===== config.mk =====
export PLATFORM = sky130hd
export DESIGN_NAME = regfile_write_arbiter
export DESIGN_NICKNAME = d
export VERILOG_FILES = /design/src/rtl/regfile_write_arbiter.sv
export SDC_FILE = /design/constraint.sdc
export NUM_CORES = 1
export LEC_CHECK = 0
export BUFFER_PORTS_ARGS = -buffer_cell sky130_fd_sc_hd__buf_2
export CORE_MARGIN = 2
export CORE_UTILIZATION = 43
export CTS_CLUSTER_DIAMETER = 100
export DETAILED_ROUTE_END_ITERATION = 8
export PLACE_DENSITY = 0.84
export SLEW_MARGIN = 10
export SYNTH_ARGS = -nofsm -noshare
export SYNTH_HDL_FRONTEND = slang
export SYNTH_SLANG_ARGS = --single-unit

===== constraint.sdc =====
create_clock -name clk -period 2.3 [get_ports clk]
set_clock_uncertainty 0.15 [all_clocks]
set_input_delay 0.575 -clock clk [delete_from_list [all_inputs] [get_ports clk]]
set_output_delay 0.575 -clock clk [all_outputs]
set_load 0.02 [all_outputs]

===== src/rtl/regfile_write_arbiter.sv =====
// Round-robin write-port arbiter for a small register file.
// Two requesters (A: ALU writeback, B: immediate/load unit) share one
// registered write port. Out-of-range addresses are granted but suppressed,
// with a sticky error flag; simultaneous requests are counted (saturating).
module regfile_write_arbiter #(
    parameter int DATA_W   = 4,
    parameter int ADDR_W   = 4,
    parameter int NUM_REGS = 4,
    parameter int CNT_W    = 8
) (
    input  logic              clk,
    input  logic              reset_n,
    input  logic              a_req,
    input  logic [ADDR_W-1:0] a_addr,
    input  logic [DATA_W-1:0] a_data,
    output logic              a_gnt,
    input  logic              b_req,
    input  logic [ADDR_W-1:0] b_addr,
    input  logic [DATA_W-1:0] b_data,
    output logic              b_gnt,
    output logic              rf_we,
    output logic [ADDR_W-1:0] rf_addr,
    output logic [DATA_W-1:0] rf_data,
    output logic              addr_err,
    output logic [CNT_W-1:0]  collisions
);

    // One extra bit so NUM_REGS == 2**ADDR_W still compares correctly.
    localparam logic [ADDR_W:0] REG_LIMIT = (ADDR_W + 1)'(NUM_REGS);

    typedef enum logic {
        PRI_A,
        PRI_B
    } pri_t;

    pri_t              pri_q;
    pri_t              pri_d;
    logic              grant;
    logic              win_bad;
    logic [ADDR_W-1:0] win_addr;
    logic [DATA_W-1:0] win_data;

    // Priority pointer register: starts at A after reset.
    always_ff @(posedge clk or negedge reset_n) begin
        if (!reset_n) begin
            pri_q <= PRI_A;
        end else begin
            pri_q <= pri_d;
        end
    end

    // Grant decision and next pointer: the loser of a grant gets priority next.
    always_comb begin
        a_gnt = 1'b0;
        b_gnt = 1'b0;
        pri_d = pri_q;
        if (reset_n) begin
            if (a_req && (!b_req || pri_q == PRI_A)) begin
                a_gnt = 1'b1;
            end else if (b_req) begin
                b_gnt = 1'b1;
            end
        end
        if (a_gnt) begin
            pri_d = PRI_B;
        end else if (b_gnt) begin
            pri_d = PRI_A;
        end
    end

    // Winner payload selection and range check.
    always_comb begin
        grant    = a_gnt | b_gnt;
        win_addr = a_gnt ? a_addr : b_addr;
        win_data = a_gnt ? a_data : b_data;
        win_bad  = {1'b0, win_addr} >= REG_LIMIT;
    end

    // Registered write port: address/data hold when no legal write is issued.
    always_ff @(posedge clk or negedge reset_n) begin
        if (!reset_n) begin
            rf_we   <= 1'b0;
            rf_addr <= '0;
            rf_data <= '0;
        end else if (grant && !win_bad) begin
            rf_we   <= 1'b1;
            rf_addr <= win_addr;
            rf_data <= win_data;
        end else begin
            rf_we   <= 1'b0;
        end
    end

    // Sticky out-of-range flag, cleared only by reset.
    always_ff @(posedge clk or negedge reset_n) begin
        if (!reset_n) begin
            addr_err <= 1'b0;
        end else if (grant && win_bad) begin
            addr_err <= 1'b1;
        end
    end

    // Saturating count of cycles where both requesters are active.
    always_ff @(posedge clk or negedge reset_n) begin
        if (!reset_n) begin
            collisions <= '0;
        end else if (a_req && b_req && collisions != '1) begin
            collisions <= collisions + 1'b1;
        end
    end

endmodule


==> impl_metrics.yaml <==
clocking:
  cts.root.buffer_cell: "sky130_fd_sc_hd__clkbuf_4"
  cts_num_sinks: 19
  post_cts_hold_buffer_count: 1
  numCtsBuffers: 3
  worst_skew_pair.late_latency_ns: 0.29
  post-cts-setup-buffer-count: 0
  path_clk_slew_ns: 0.11
  cts_resized: 0
  cts_max_path_buffers: 2
  cts_htree_levels: 1
  tritoncts_clock_tree: "done"
worst_setup_path:
  path_max_fanout: 7
  critPathMostFrequentCell: "sky130_fd_sc_hd__buf_2"
  worst-endpoint-arrival_ns: 1.16
  worstPathCellList: "buf_2 -> nand2_1 -> and3_1 -> buf_2"
  end_kind: "output port"
  setup.worst_path.start_class: "input port"
  slowest_delay_ns: 0.18
  critical_path_class: "in2out"
  crit_path_top_delay_cell: "sky130_fd_sc_hd__and3_1"
  worstPathRequired_ns: 1.57
placement:
  number_of_buffers_inserted_by_port_buffering: 39
  dp_cells: 152
  detailed_place_hpwl_mm: 1.55
  preCtsSetupSlack_ns: 0.363
  place_area_um2: 1110
  gp_congestion: 0.740
layout:
  final_nets: 152
  area_growth_pct: 28.2
  layout.cells.most_common: "sky130_fd_sc_hd__buf_2"
  postLayoutCoreUtil: 0.584
  layout_cells_sized_above_1: 0.408
  final_cells: 157
  most-common-layout-cells: "sky130_fd_sc_hd__buf_2 (39), sky130_fd_sc_hd__dfrtp_1 (19), sky130_fd_sc_hd__nand2_1 (9), sky130_fd_sc_hd__inv_1 (9)"
  final_cell_area_um2: 1140
  diodes_inserted: 0
grt:
  all_layer_global_routing_usage: 0.175
  grt_first_pass_wirelength_mm: 3.26
  grt_max_degree: 16
  first_global_vias: 781
  grt_antenna_before_repair: 0
  global_route.overflow_total: 0
sta:
  hold_viol: 0
  fmax_mhz: 532
  setup_repair_after_global_routing_missed_its_margin: "no"
  finalSetupTns_ns: 0
  layout_setup_ws_ns: 0.420
  max_slew.worst_pin.slew_ns: 0.404
  min_period_over_period: 0.817
  finalSetupViolations: 0
  slew_headroom: 0.727
  final-max-slew-violation-count: 0
  post-route-min-period_ns: 1.88
route:
  detail_route.drc_violations: 0
  dr_total_vias: 804
  drt-wirelength-per-cell_um: 12.3
  antenna_violating_nets_post_route: 0
  post_drt_via_cell_ratio: 5.12
  drt_first_pass_iters: 4
  finalWirelength_mm: 1.93
  first_iter_violations: 11
run_status:
  status: "finished clean"
synthesis:
  syn_nets: 108
  synthesis.area_um2: 893
  synthesis.instances: 87
  ys_seq_elements: 19
  synthDistinctLibCells: 25
  synth.yosys.seq_area_share: 0.532
  synthesis.yosys.warnings: 0
  syn_avg_cell_area_um2: 10.3
floorplan:
  die_area_um2: 2460
  io_pins: 40
  die_y_um: 49.6
  floorplan.rows: 16
  core_area_um2: 1960
  die_width_um: 49.6
  floorplan.initialDensity: 0.455
job:
  max_cap_viol_count: 0
power_and_ir_drop:
  power.static_leakage_nw: 0.609
  power_density_nw_per_um2: 906
  max-vdd-ir-drop_v: 0.000504
min_path:
  min-delay-path-class: "in2async"
synthesized netlist by cell type:
master | count | area share
sky130_fd_sc_hd__inv_1 | 9 | 0.038
sky130_fd_sc_hd__mux2_1 | 1 | 0.013
sky130_fd_sc_hd__and2_4 | 1 | 0.0098
sky130_fd_sc_hd__nand3_1 | 3 | 0.017
sky130_fd_sc_hd__o21a_1 | 1 | 0.0084
sky130_fd_sc_hd__dfrtp_1 | 19 | 0.53
sky130_fd_sc_hd__a31o_2 | 1 | 0.0098
sky130_fd_sc_hd__nor3_1 | 2 | 0.011
sky130_fd_sc_hd__a2111o_1 | 1 | 0.013
sky130_fd_sc_hd__mux2_2 | 1 | 0.013
sky130_fd_sc_hd__a21oi_1 | 3 | 0.017
sky130_fd_sc_hd__and3_1 | 5 | 0.035
sky130_fd_sc_hd__a31oi_1 | 2 | 0.014
sky130_fd_sc_hd__o21ai_0 | 3 | 0.017
sky130_fd_sc_hd__a21oi_2 | 6 | 0.059
sky130_fd_sc_hd__xnor2_1 | 1 | 0.0098
sky130_fd_sc_hd__o22ai_1 | 6 | 0.042
sky130_fd_sc_hd__o311ai_1 | 1 | 0.0098
sky130_fd_sc_hd__nor2_1 | 5 | 0.021
sky130_fd_sc_hd__nand2_1 | 9 | 0.038
sky130_fd_sc_hd__ha_1 | 1 | 0.014
sky130_fd_sc_hd__xor2_1 | 2 | 0.020
sky130_fd_sc_hd__a211oi_1 | 1 | 0.0084
sky130_fd_sc_hd__nand4_1 | 1 | 0.0070
sky130_fd_sc_hd__buf_6 | 2 | 0.025
layout make-up:
type / instances / area (µm²)
fillers: 194 / 817
flip-flops and latches: 19 / 475
multi-input cells: 57 / 362
repair buffers: 41 / 213
inverters: 9 / 33.8
well taps: 27 / 33.8
clock buffers: 3 / 22.5
clock inverters: 1 / 5.00
registers in the layout (all words and copies together), names as in the netlist:
name,cells
collisions,8
rf_data,4
addr_err,1
pri_q,1
rf_addr,4
rf_we,1
routing by layer:
layer / GRT usage / share of wire / vias up / wire length (µm)
met4: 0.0833 / 0.0067 / 0 / 13
met5: 0 / 0 / - / 0
met1: 0.204 / 0.42 / 378 / 815
met3: 0.0333 / 0.068 / 2 / 132
li1: - / - / 393 / -
met2: 0.307 / 0.50 / 31 / 972
power breakdown:
group          leakage [nW]  switching [mW]  internal [mW]
logic                 0.369           0.228          0.147
clock network        0.0177          0.0992         0.0647
registers             0.222          0.0811          0.417
total                 0.609           0.409          0.628
critical path: cells and delay by family:
| kind | cells | cell delay, ns |
|---|---|---|
| buffers and inverters | 2 | 0.29 |
| AND/OR/NAND/NOR | 2 | 0.28 |
kinds of logic (layout without fill, tap and decap cells):
group / after synthesis / count (layout) / synth area share
AOI/OAI and AO/OA: 25 / 25 / 0.197
buffers and inverters: 11 / 54 / 0.0630
and+or+nand+nor: 26 / 26 / 0.139
DFF: 19 / 19 / 0.532
adders and majority gates: 1 / 1 / 0.0140
xor gates and xnor gates: 3 / 3 / 0.0294
muxes: 2 / 2 / 0.0252
final timing paths:
check,startpoint,endpoint,slack (ns),cells after the start
max in group asynchronous,reset_n,rf_data[0],1.22,2
min in group clk,addr_err,addr_err,0.32,1
min reg2reg,addr_err,addr_err,0.32,1
max reg2reg,collisions[0],collisions[1],0.50,4
min,reset_n,collisions[1],0.15,2
max,b_req,a_gnt,0.42,4
metrics by stage:
stage	power [mW]	hold WS (ns)
2_1_floorplan	0.736	0.129
3_3_place_gp	0.863	0.277
3_5_place_dp	0.884	0.280
4_1_cts	1.05	0.136
5_1_grt	1.11	0.166
6_report	1.04	0.154
Note: power is estimated with default switching activity, not from simulation.
